===== src/rtl/coin_sched.sv =====
// Shift-enable controller and round-robin arbiter for the shared LFSR coin generator.
// Each hand-out is separated by REFRESH enabled shifts, so consumers never share coin bits.
module coin_sched #(
  parameter int NREQ    = 4,
  parameter int WIDTH   = 256,
  parameter int REFRESH = 256
) (
  input  logic             clk,
  input  logic             rst,
  input  logic [WIDTH-1:0] lfsr_coins,
  output logic             lfsr_en,
  input  logic [NREQ-1:0]  req,
  output logic [NREQ-1:0]  gnt,
  output logic [WIDTH-1:0] coins_out,
  output logic             ready
);

  localparam int CW = $clog2(REFRESH);
  localparam int PW = $clog2(NREQ);

  localparam logic [CW-1:0] CNT_LAST = CW'(REFRESH - 1);
  localparam logic [PW-1:0] PTR_LAST = PW'(NREQ - 1);

  localparam logic [1:0] S_WARMUP = 2'd0;
  localparam logic [1:0] S_READY  = 2'd1;
  localparam logic [1:0] S_REFILL = 2'd2;

  logic [1:0]       state_q, state_d;
  logic [CW-1:0]    cnt_q, cnt_d;
  logic [PW-1:0]    rr_ptr_q, rr_ptr_d;
  logic [NREQ-1:0]  gnt_q, gnt_d;
  logic [WIDTH-1:0] coins_q, coins_d;

  logic             win_vld;
  logic [PW-1:0]    win_idx;

  // Requester index i slots after ptr, wrapping explicitly for non-power-of-2 NREQ.
  function automatic logic [PW-1:0] slot(
    input logic [PW-1:0] ptr,
    input int            i
  );
    int j;
    j = int'(ptr) + i;
    if (j >= NREQ) j = j - NREQ;
    return PW'(j);
  endfunction

  always_comb begin
    win_vld = 1'b0;
    win_idx = '0;
    for (int i = 0; i < NREQ; i++) begin
      if (!win_vld && req[slot(rr_ptr_q, i)]) begin
        win_vld = 1'b1;
        win_idx = slot(rr_ptr_q, i);
      end
    end
  end

  always_comb begin
    state_d  = state_q;
    cnt_d    = cnt_q;
    rr_ptr_d = rr_ptr_q;
    gnt_d    = '0;
    coins_d  = coins_q;
    case (state_q)
      S_WARMUP, S_REFILL: begin
        if (cnt_q == CNT_LAST) begin
          cnt_d   = '0;
          state_d = S_READY;
        end else begin
          cnt_d = cnt_q + 1'b1;
        end
      end
      S_READY: begin
        if (win_vld) begin
          coins_d        = lfsr_coins;
          gnt_d[win_idx] = 1'b1;
          rr_ptr_d       = (win_idx == PTR_LAST) ? '0 : win_idx + 1'b1;
          cnt_d          = '0;
          state_d        = S_REFILL;
        end
      end
      default: begin
        cnt_d   = '0;
        state_d = S_WARMUP;
      end
    endcase
  end

  always_ff @(posedge clk) begin
    if (rst) begin
      state_q  <= S_WARMUP;
      cnt_q    <= '0;
      rr_ptr_q <= '0;
      gnt_q    <= '0;
      coins_q  <= '0;
    end else begin
      state_q  <= state_d;
      cnt_q    <= cnt_d;
      rr_ptr_q <= rr_ptr_d;
      gnt_q    <= gnt_d;
      coins_q  <= coins_d;
    end
  end

  assign lfsr_en   = !rst && (state_q != S_READY);
  assign ready     = !rst && (state_q == S_READY);
  assign gnt       = gnt_q;
  assign coins_out = coins_q;

endmodule

===== config.mk =====
export PLATFORM = sky130hd
export DESIGN_NAME = coin_sched
export DESIGN_NICKNAME = d
export VERILOG_FILES = /design/src/rtl/coin_sched.sv
export SDC_FILE = /design/constraint.sdc
export NUM_CORES = 1
export LEC_CHECK = 0
export ABC_AREA = 1
export BUFFER_PORTS_ARGS = -buffer_cell sky130_fd_sc_hd__buf_2
export CORE_AREA = 5 5 203 205
export DETAILED_ROUTE_END_ITERATION = 10
export DIE_AREA = 0 0 208 210
export PLACE_DENSITY = 0.64
export SYNTH_ARGS = -nofsm -noshare
export SYNTH_HDL_FRONTEND = slang
export SYNTH_SLANG_ARGS = --single-unit
export TNS_END_PERCENT = 30

===== constraint.sdc =====
create_clock -name clk -period 2 [get_ports clk]
set_input_delay 0.3 -clock clk [delete_from_list [all_inputs] [get_ports clk]]
set_output_delay 0.3 -clock clk [all_outputs]
set_load 0.005 [all_outputs]

* Word-level counts from Yosys, hierarchy flattened
Cells that the tools add are included.
Operators by class: shifts and indexed selects 0, divide/modulo/power cells 0, $add $sub $neg 9, bitwise gates (word level) 2, reductions and logical operators 15, multiplexer cells 29, eq/ne operators 7, multiply operators 0, magnitude comparators 10
Operators by type and width (count):
- 2-bit 2-to-1 mux | 11
- 8-bit 2-to-1 mux | 2
- 8-bit case mux with 2 select lines | 1
- 2-bit by 3-bit < comparator with 1-bit output, second input constant | 5
- 3-bit >= comparator, second input constant | 3
- 1-bit 2-to-1 mux | 9
- 8-bit by 1-bit adder with 8-bit output, second input constant | 1
- 1-bit binary-select mux with 2-bit select | 4
- 8-bit == test, second input constant | 1
- 2-bit by 1-bit subtractor with 2-bit output, second input constant | 4
- 2-bit by 2-bit adder with 3-bit output, second input constant | 2
- 1-bit logical AND | 6
- 2-bit == test, second input constant | 2
- 1-bit logical NOT | 4
- 2-bit inequality test, second input constant | 2
- 2-bit case mux with 2 select lines | 1
- 2-bit AND reduction | 2
- 2-bit by 1-bit adder with 3-bit output, second input constant | 1
- 2-bit by 3-bit >= comparator with 1-bit output, second input constant | 1
- 3-bit OR reduction | 1
- 2-bit by 1-bit adder with 2-bit output, second input constant | 1
- 1-bit demux with 2-bit select | 1
- 2-bit by 1-bit == test with 1-bit output, second input constant | 1
- 2-bit by 1-bit >= comparator with 1-bit output, second input constant | 1
- other kinds (4) | 5
Storage, ports and cells: ROM bits 0, logic and storage cells 77, input port bits 262, bits in latches 0, output and inout bits 262, memories kept 0, bits in registers 272, memory bits (writable) 0

* Logic depth before layout (Yosys ltp)
Gate-level depths: netlist of the first run.
word-level depth 18, depth in mapped cells 15, mapped depth without buffers 14

* Worst setup path before layout of the first run
No wires, ideal clock.
path type flip-flop to flip-flop, from register rr_ptr_q[0], to register rr_ptr_q[1], arrival 1.761 ns, path buffers 1, required time 1.887 ns, setup slack 0.126 ns, stages on the path, launching flop included 14, setup time 0.113 ns, clock period less this slack 1.874 ns, path through dfxtp_1 inv_2 buf_6 nand2_2 nand2_1 nand2_1 nand2_1 inv_1 nand3_1 nor2_1 nor2_1 ha_1 nor2_1 nor2_1
Between the ends: cells in the longest elaborated chain, start to end 16, elaborated cells between the ends (all ways) 41, those cells by class add/sub (8); order compare (4); eq/ne (1); mux (21); reduce/logical (7)
Ends and longest elaborated chain:
- start: declaration | RTL line 30 | logic [PW-1:0] rr_ptr_q, rr_ptr_d;
- start signal: assignment | RTL line 100 | rr_ptr_q <= rr_ptr_d;
- branches (longest 16 deep; another with 2-bit by 1-bit adder with 3-bit output)
Several ways; the timed one is not identified. The select of a mux whose other input is x is not followed. A chain may end at the register's enable or synchronous reset.

* Worst setup path in the final report of the first run
from register rr_ptr_q[0], to register coins_q[80] (netlist: coins_out[80])
Between the ends: cells in the longest elaborated chain, start to end 15, elaborated cells between the ends (all ways) 34, those cells by class add/sub (7); order compare (4); mux (16); reduce/logical (7)
Ends and longest elaborated chain:
- branches (longest 13 deep; another with 2-bit by 1-bit adder with 3-bit output)
- 1-bit 2-to-1 mux (*) | RTL line 52 | if (!win_vld && req[slot(rr_ptr_q, i)]) begin
- 2-bit AND reduction (no line) (*)
- end signal: assignment | RTL line 102 | coins_q <= coins_d;
- end: declaration | RTL line 32 | logic [WIDTH-1:0] coins_q, coins_d;
Mark *: on every way between the ends. The select of a mux whose other input is x is not followed.

==> impl_results.md, run 1 <==
- Htree depth: 1
- Final hold violations: 0
- Remaining DRCs: 0
- I/O Pins: 524
- Via-per-instance ratio: 4.732
- PD cells: 718.4 nW/um^2
- Lkg Pwr: 7.932 nW
- Number of routed nets with antenna violations: 0
- Largest net degree at the start of global routing: 68
- Yosys warns: 0
- Final slew viol count: 0
- Row cnt: 73
- Number of hold buffers added after CTS: 0
- Max VDD drop: 0.0006107 V
- Die Y-Extent: 210 um
- CTS Buffer Depth: 3
- Detailed Route WL: 39830 um
- Slowest CP cell: dfxtp_4
- Max-slew headroom: 78.80%
- Cell count after synthesis: 1593
- Crit path DAT: 2.43 ns
- Max Fclk: 517.0 MHz
- Sum Neg Setup Slack: 0 ns
- First-pass GRT wire length: 61260 um
- # fillers: 4008
- Fin crit share: 96.70%
- Total global-route track usage: 16.47%
- Metal2 WL: 19140 um
- Top sig layer: met4
- Fin cells: 2634
- DR pass1 iterations: 7
- CP Cell Sequence: buf_4 -> nand2_1 -> nand2_1 -> nand2_1 -> nand2_2 -> nor2_4 -> nand3_4 -> buf_12 -> buf_16 -> nand3b_1 -> nand2_1 -> nor2_1
- Initial Util: 30.90%
- CP endpoint kind: flop
- Vias: 12465
- Placed cell count: 2569
- Max Cap Viol: 0
- Min cycle time layout: 1.934 ns
- Placer Congestion: 0.9309
- Status: completed
- Clock Sink Count: 272
- Root buf cell: clkbuf_16
- Finished Cell Area: 16660 sq um
- Crit path max fanout: 40
- Congestion Overflow GR: 0
- CP most frequent cell: nand2_1
- Part of the Yosys area used for sequential elements: 44.87%
- Area Overhead vs Synth: 37.27%
- Clock skew: 0.01323 ns
- FF/Latch Area: 5453 sq um
- # port buffers: 523
- Mapped Nets: 1860
- Slowest stage delay, CP: 0.37 ns
- Syn avg cell area: 7.618 sq um
- Clk slew on worst S/H paths: 0.06 ns
- Wire length on met1: 16110 um
- Nets: 2353
- Final setup fails: 0
- WL met3: 3626 um
- Cell Area, Placed: 15450 sq um
- Vias in the first global route: 11855
- Total Power: 0.01197 W
- Worst skew pair latency: 0.57 ns
- Initial antenna violation count: 1
- Multi-input logic area: 5772 sq um
- RSZ-0062 raised after global routing: true
- Detailed Route Iter0 Violations: 895
- Die width: 208 um
- Worst-Margin Slew: 0.3155 ns
- Core area: 39280 sq um
- Crit path launch type: flop
- Yosys reg bits: 272
- Share of cells above drive strength 1: 32.26%
- Synth Cell Area: 12140 sq um
- Yosys cell types: 24
- Hold Crit Class: in -> reg
- DR WL/cell: 15.12 um
- Cts bufs inserted: 31
- Total die area: 43680 sq um
- Placed wire-length estimate: 28940 um
- WP data required: 2.50 ns
- CTS tree: yes
- WS Path Type: reg -> reg
## synth_stat cells
cell | number | share of area, %
nand2_1 | 312 | 9.7
nor2_1 | 273 | 8.4
dfxtp_1 | 272 | 45
a21oi_1 | 266 | 11
nand3b_1 | 256 | 16
clkbuf_1 | 42 | 1.3
buf_1 | 36 | 1.1
buf_6 | 27 | 2.5
buf_2 | 21 | 0.87
nand3_1 | 21 | 0.87
buf_4 | 19 | 1.2
inv_1 | 19 | 0.59
nand4_1 | 6 | 0.31
ha_1 | 5 | 0.52
inv_2 | 4 | 0.12
nand2_2 | 4 | 0.21
o21ai_0 | 2 | 0.082
or2_2 | 2 | 0.10
a21o_1 | 1 | 0.062
buf_8 | 1 | 0.12
nand3_2 | 1 | 0.082
nor2_4 | 1 | 0.093
nor3_1 | 1 | 0.041
o21ai_2 | 1 | 0.072
## metrics by stage
step / util (%) / hold slack (ns) / setup slack [ns]
3_3_place_gp: 39.34 / 0.4551 / 0.1305
2_1_floorplan: - / 0.4541 / 0.1258
4_1_cts: 42.09 / 0.002040 / 0.01501
6_report: 42.41 / 0.02969 / 0.06593
3_5_place_dp: 39.34 / 0.4632 / 0.02776
5_1_grt: 42.41 / 0.01346 / -0.03305
## routing by layer
metal  global-route usage (%)  vias to the layer above
met5                        0                        -
met4                    4.689                        0
met3                    5.313                       67
met2                    28.84                      482
met1                    19.48                     5690
li1                         -                     6226
## registers in the layout (all words and copies together), names as in the netlist
signal     count
rr_ptr_q       2
coins_out    256
gnt            4
cnt_q          8
state_q        2
## cell families (layout without fill, tap and decap cells)
kind of cell,after synthesis,in the layout,synth area share (%)
other,0,1,0
flip-flops,272,272,44.87
adder cells (fa/ha/maj),5,5,0.5155
AO/OA/AOI/OAI,270,270,11.19
AND/OR/NAND/NOR,877,877,35.63
buffers and inverters,169,684,7.795
## placed cells by master, fill, tap and decap left out, types with 8 or more instances in the layout
cell       Yosys  final
buf_4         19     53
buf_12         0     25
dfxtp_1      272    270
a21oi_1      266    266
clkbuf_8       0     10
nand2_1      312    308
nand2_2        4      8
buf_2         21    523
nand3_1       21     21
nor2_1       273    271
inv_1         19     18
nand3b_1     256    256
clkbuf_16      0     33
## report_power, final
part	internal [W]	total, W	switching, W
clock network	0.00345	0.00575	0.00230
registers	0.00542	0.00542	0.00000439
logic	0.000419	0.000792	0.000373
total	0.00929	0.0120	0.00268
## worst paths after layout
| check | from | to | slack (ns) | depth (start not counted) |
|---|---|---|---|---|
| worst max-delay path | rr_ptr_q[0]$_SDFFE_PP0P_ | coins_out[80]$_SDFFE_PP0P_ | 0.07 | 12 |
| worst min register to register | coins_out[212]$_SDFFE_PP0P_ | coins_out[212]$_SDFFE_PP0P_ | 0.47 | 2 |
| worst max register to register | rr_ptr_q[0]$_SDFFE_PP0P_ | coins_out[80]$_SDFFE_PP0P_ | 0.07 | 12 |
| worst min-delay path | lfsr_coins[57] | coins_out[57]$_SDFFE_PP0P_ | 0.03 | 4 |
## final cells by class
cell class	instances	area share, %
inverters	23	0.5858
clock buffers	44	5.551
flip-flops and latches	272	32.73
well taps	525	3.943
clock inverters	11	0.6910
diodes	1	0.01502
repair buffers	606	21.83
multi-input cells	1152	34.65
## what timing repair did
action                                  4_1_cts  5_1_grt
endpoints found under the setup margin        1      258
setup buffers                                 1        5
resized for setup                             0       13
pin swaps                                     1        3
gates cloned                                  1        2
## worst max-delay path: cells and delay by family, from the launching register on
kind / cells / cell delay (ns)
simple gates: 9 / 0.92
buf+inv: 3 / 0.53
flops: 1 / 0.37
No activity file was read; power rests on OpenSTA's default activity.
==> inputs of run 2 (changes only) <==
--- a/config.mk
+++ b/config.mk
@@ -7,10 +7,10 @@
 export LEC_CHECK = 0
 export ABC_AREA = 1
 export BUFFER_PORTS_ARGS = -buffer_cell sky130_fd_sc_hd__buf_2
-export CORE_AREA = 5 5 203 205
+export CORE_AREA = 5 5 202 204
 export DETAILED_ROUTE_END_ITERATION = 10
-export DIE_AREA = 0 0 208 210
-export PLACE_DENSITY = 0.64
+export DIE_AREA = 0 0 207 209
+export PLACE_DENSITY = 0.65
 export SYNTH_ARGS = -nofsm -noshare
 export SYNTH_HDL_FRONTEND = slang
 export SYNTH_SLANG_ARGS = --single-unit
==> run 2 against run 1 <==
Against the previous run: cell count is 0.57% lower; worst hold slack better by 0.011 ns; sequential power hardly changed; fmax is 0.16% lower; count of clock-buffer cells in the layout is 2 lower; wire length is 1.8% lower; worst setup slack worse by 0.0031 ns; via count is 1.1% lower; die area is 0.95% lower; combinational power is 3% lower.
==> impl_results.md, run 2 (same netlist as run 1, synthesis figures left out) <==
- Max Cap Viol: 0
- Remaining DRCs: 0
- Combinational power share: 6.1%
- Max-slew headroom: 73.55%
- Nets: 2337
- Die width: 207 um
- Most frequent cells in the layout: buf_2 (523), nand2_1 (309), nor2_1 (270), dfxtp_1 (270), a21oi_1 (265)
- Congestion Overflow GR: 0
- PD cells: 760.8 nW/um^2
- Final hold violations: 0
- Lkg Pwr: 7.888 nW
- CTS tree: yes
- Row cnt: 73
- Final hold slack: 0.04053 ns
- Final slew viol count: 0
- Total die area: 43260 sq um
- CP endpoint kind: primary output
- Final setup fails: 0
- Root buf cell: clkbuf_16
- Max VDD drop: 0.0007264 V
- Via-per-instance ratio: 4.709
- DR WL/cell: 14.93 um
- End of the worst hold path: coins_out[85]$_SDFFE_PP0P_
- Initial antenna violation count: 1
- Placer Congestion: 0.8960
- Int Pwr: 0.009915 W
- # port buffers: 523
- Die Y-Extent: 209 um
- WS Path Type: reg -> out
- I/O Pins: 524
- Crit path max fanout: 28
- Htree depth: 1
- Vias in the first global route: 11434
- Hold depth: 4
- Crit path launch type: flop
- NetSw: 0.002745 W
- Reg2reg start: rr_ptr_q[0]$_SDFFE_PP0P_
- Placed wire-length estimate: 28160 um
- Initial Util: 31.04%
- Crit path DAT: 1.64 ns
- Commonest non-fill, non-tap cell in the layout: buf_2
- Core area: 39090 sq um
- Vias: 12332
- Fin crit share: 96.86%
- Sequential share of power: 42.9%
- Finished Cell Area: 16640 sq um
- Clk slew on worst S/H paths: 0.06 ns
- Detailed Route Iter0 Violations: 929
- Worst-Margin Slew: 0.3968 ns
- Clock skew: 0.005912 ns
- Cts bufs inserted: 31
- Area Overhead vs Synth: 37.12%
- WP data required: 1.70 ns
- Number of routed nets with antenna violations: 0
- Clock share of power: 51.1%
- Max Fclk: 516.2 MHz
- Hold Crit Start: lfsr_coins[85]
- Worst skew pair latency: 0.56 ns
- Worst R2R End: rr_ptr_q[1]$_SDFFE_PP0P_
- Hold Crit Class: in -> reg
- DR pass1 iterations: 7
- First-pass GRT wire length: 60550 um
- Sw frac: 21.68%
- Min cycle time layout: 1.937 ns
- Detailed Route WL: 39090 um
- Clock Sink Count: 272
- Status: completed
- Largest register FFs: 256
- RSZ-0062 raised after global routing: true
- Cell count of the worst reg-to-reg path: 12
- Total global-route track usage: 16.47%
- # fillers: 4011
- Internal reg-to-reg setup slack: 0.08 ns
- Largest net degree at the start of global routing: 86
- Cell Area, Placed: 15320 sq um
- CTS Buffer Depth: 3
- Share of cells above drive strength 1: 31.58%
- Total Power: 0.01266 W
-- run 2: changes by cell type in the layout (fill, tap and decap cells not counted), sizes merged --
| cell | delta |
|---|---|
| clkbuf | -2 |
| bufinv | +6 |
| buf | -18 |
| clkinvlp | -2 |
| clkinv | -1 |
| dlygate4sd3 | +2 |
-- run 2: worst max path at each step --
stage                              from                        to  slack (ns)
6_report        state_q[0]$_SDFFE_PP0P_                   lfsr_en        0.06
5_1_grt        rr_ptr_q[0]$_SDFFE_PP0P_  rr_ptr_q[1]$_SDFFE_PP0P_       -0.04
4_1_cts         state_q[0]$_SDFFE_PP0P_                   lfsr_en       0.004
3_5_place_dp   rr_ptr_q[0]$_SDFFE_PP0P_  rr_ptr_q[1]$_SDFFE_PP0P_        0.03
3_3_place_gp   rr_ptr_q[0]$_SDFFE_PP0P_  rr_ptr_q[1]$_SDFFE_PP0P_        0.09
2_1_floorplan  rr_ptr_q[0]$_SDFFE_PP0P_  rr_ptr_q[1]$_SDFFE_PP0P_        0.13
-- run 2: layer usage --
layer / wire length, um / global-route usage [%] / vias up
met5: 0 / 0 / -
met4: 935 / 4.970 / 0
met3: 3268 / 4.924 / 57
met2: 18770 / 28.49 / 454
met1: 16120 / 19.79 / 5629
li1: - / - / 6192
-- run 2: power by group through the flow --
| stage | clock network (W) | logic [W] | registers, W |
|---|---|---|---|
| after CTS | 0.00665 | 0.000758 | 0.00543 |
| after global placement | 0 | 0.000743 | 0.00555 |
| after global routing | 0.00687 | 0.000849 | 0.00542 |
| after detailed placement | 0 | 0.000750 | 0.00555 |
| after floorplan | 0 | 0.000414 | 0.00555 |
| final | 0.00646 | 0.000772 | 0.00543 |
-- run 2: metrics by stage --
step           cells  setup TNS (ns)  setup WS [ns]  util, %
6_report        2619               0        0.06286    42.57
2_1_floorplan   1593               0         0.1258        -
4_1_cts         2615               0       0.004454    42.31
5_1_grt         2619         -0.1194       -0.03892    42.57
3_5_place_dp    2555               0        0.02666    39.19
3_3_place_gp    2555               0        0.08888    39.19
-- run 2: area by class of cell --
cell class / instances / area (sq um) / share of cell area, %
repair buffers: 590 / 3505 / 21.06
clock buffers: 42 / 877.1 / 5.271
diodes: 1 / 2.502 / 0.01504
well taps: 525 / 656.9 / 3.948
multi-input cells: 1152 / 5776 / 34.71
flip-flops and latches: 272 / 5450 / 32.75
inverters: 23 / 91.34 / 0.5489
clock inverters: 14 / 281.5 / 1.692
-- run 2: repair_timing --
action,4_1_cts,5_1_grt
endpoints found under the setup margin,1,255
hold buffers,2,0
hold endpoints to repair,2,0
pin swaps,1,2
gates resized for setup,0,13
cloned,1,2
buffers inserted,1,1
-- run 2: critical path, cell delays in order, from the launching register on --
cell	delay, ns
dfxtp_1	0.29
inv_1	0.29
nor2_4	0.09
buf_12	0.18
nor2_1	0.10
buf_2	0.12
==> inputs of run 3 (changes only) <==
--- a/config.mk
+++ b/config.mk
@@ -11,6 +11,8 @@
 export DETAILED_ROUTE_END_ITERATION = 10
 export DIE_AREA = 0 0 207 209
 export PLACE_DENSITY = 0.65
+export REMOVE_ABC_BUFFERS = 1
+export SKIP_CTS_REPAIR_TIMING = 1
 export SYNTH_ARGS = -nofsm -noshare
 export SYNTH_HDL_FRONTEND = slang
 export SYNTH_SLANG_ARGS = --single-unit
==> run 3 against run 2 <==
Against the previous run: combinational power decreased by 2%; worst setup slack improved by 0.0049 ns; highest routed layer is now met5; worst hold slack improved by 0.017 ns; cell count unchanged; via count decreased by 0.47%.
==> impl_results.md, run 3 (same netlist as run 1, synthesis figures left out) <==
- Final setup fails: 0
- Core area: 39090 sq um
- Hold depth: 4
- Clock share of power: 45.7%
- Die width: 207 um
- I/O Pins: 524
- Max Fclk: 517.5 MHz
- Largest net degree at the start of global routing: 89
- Max-slew headroom: 73.06%
- Final slew viol count: 0
- Internal reg-to-reg setup slack: 0.11 ns
- Sw frac: 22.31%
- Fin cells: 2619
- Combinational power share: 6.7%
- Vias: 12274
- Clk slew on worst S/H paths: 0.06 ns
- Max Cap Viol: 0
- CTS tree: yes
- Sequential share of power: 47.6%
- Cts bufs inserted: 29
- Largest register FFs: 256
- Initial Util: 31.04%
- Commonest non-fill, non-tap cell in the layout: buf_2
- Placed cell count: 2557
- Crit path launch type: flop
- # port buffers: 523
- Vias in the first global route: 11358
- End of the worst hold path: coins_out[126]$_SDFFE_PP0P_
- Int Pwr: 0.008853 W
- Final hold violations: 0
- Die Y-Extent: 209 um
- WS Path Type: reg -> out
- Post-placement setup slack: 0.1133 ns
- Cell Area, Placed: 15290 sq um
- Min cycle time layout: 1.932 ns
- Crit path max fanout: 6
- Congestion Overflow GR: 0
- Root buf cell: clkbuf_16
- Grt met3 use: 4.639%
- Number of routed nets with antenna violations: 0
- Most used routing layer: met2
- Lkg Pwr: 7.778 nW
- Sum Neg Setup Slack: 0 ns
- Share of cells above drive strength 1: 31.66%
- Hold Crit Start: lfsr_coins[126]
- Nets: 2341
- RSZ-0062 raised after global routing: true
- GR Layer Usage met1: 19.38%
- DR WL/cell: 14.65 um
- Total global-route track usage: 16.06%
- Detailed Route Iter0 Violations: 806
- Clock Sink Count: 272
- Hold Crit Class: in -> reg
- Cell count of the worst reg-to-reg path: 12
- Worst skew pair latency: 0.54 ns
- Row cnt: 73
- Placed wire-length estimate: 27730 um
- Initial antenna violation count: 1
- DR pass1 iterations: 5
- Final worst slack: 0.06777 ns
- CTS Buffer Depth: 3
- Total die area: 43260 sq um
- Fin crit share: 96.61%
- WP data required: 1.70 ns
- Most frequent cells in the layout: buf_2 (523), nand2_1 (311), nor2_1 (271), dfxtp_1 (270), a21oi_1 (263)
- NetSw: 0.002542 W
- Detailed Route WL: 38380 um
- Finished Cell Area: 16360 sq um
- PD cells: 696.4 nW/um^2
- Placer Congestion: 0.8564
- CP endpoint kind: primary output
- Status: completed
- Area Overhead vs Synth: 34.83%
- Htree depth: 1
- Antenna Cells: 0
- Via-per-instance ratio: 4.687
- Max VDD drop: 0.0005243 V
- GRT met2 Usage: 27.97%
- Remaining DRCs: 0
- Worst R2R End: coins_out[84]$_SDFFE_PP0P_
- Crit path DAT: 1.63 ns
- Reg2reg start: rr_ptr_q[0]$_SDFFE_PP0P_
- Worst-Margin Slew: 0.4041 ns
- Clock skew: 0.007586 ns
- First-pass GRT wire length: 59400 um
[run 3: cell count changes in the layout (fill, tap and decap cells not counted), sizes merged]
cell	before	now
clkinvlp	0	2
inv	24	22
buf	585	594
bufinv	8	1
diode	1	0
bufbuf	1	0
clkinv	5	7
dlygate4sd3	2	0
[run 3: per-layer routing]
metal  routed length (um)  share of wire [%]
met3                 3115                8.1
met5                    7              0.018
met4                  983                2.6
met2                18680                 49
met1                15600                 41
[run 3: power by group through the flow]
| stage | Combinational [W] | Clock, W | Sequential, W |
|---|---|---|---|
| after CTS | 0.000758 | 0.00536 | 0.00543 |
| after global placement | 0.000747 | 0 | 0.00555 |
| after global routing | 0.000837 | 0.00558 | 0.00542 |
| after detailed placement | 0.000753 | 0 | 0.00555 |
| after floorplan | 0.000385 | 0 | 0.00555 |
| final | 0.000759 | 0.00521 | 0.00543 |
[run 3: layout make-up]
cell class	instances	area, sq um
Timing Repair Buffer	596	3466
Multi-Input combinational cell	1152	5776
Sequential cell	272	5448
Inverter	23	95.09
Clock inverter	9	76.32
Fill cell	4039	22730
Tap cell	525	656.9
Clock buffer	42	844.6
[run 3: worst max path at each step]
stage | start | end | slack, ns | cells past startpoint
CTS | state_q[0]$_SDFFE_PP0P_ | lfsr_en | -0.03 | 5
detailed placement | rr_ptr_q[0]$_SDFFE_PP0P_ | coins_out[84]$_SDFFE_PP0P_ | 0.11 | 12
floorplan | state_q[0]$_SDFFE_PP0P_ | rr_ptr_q[1]$_SDFFE_PP0P_ | -16.39 | 5
global route | state_q[0]$_SDFFE_PP0P_ | lfsr_en | -0.03 | 5
finish | state_q[0]$_SDFFE_PP0P_ | lfsr_en | 0.07 | 5
global placement | rr_ptr_q[0]$_SDFFE_PP0P_ | rr_ptr_q[1]$_SDFFE_PP0P_ | 0.12 | 13
[run 3: critical path, cell delays in order, from the launching register on]
cell and delay (ns):
dfxtp_1 0.36, clkinvlp_4 0.17, nor2_4 0.24, buf_12 0.15, nor2_1 0.04, buf_2 0.14
[run 3: metrics by stage]
step                utilization (%)  hold WS (ns)  power [W]
floorplan                         -        0.3691   0.005931
global placement              39.10        0.4555   0.006294
detailed placement            39.10        0.4620   0.006300
CTS                           41.46       0.02957    0.01155
global route                  41.85       0.05324    0.01184
finish                        41.85       0.05764    0.01140
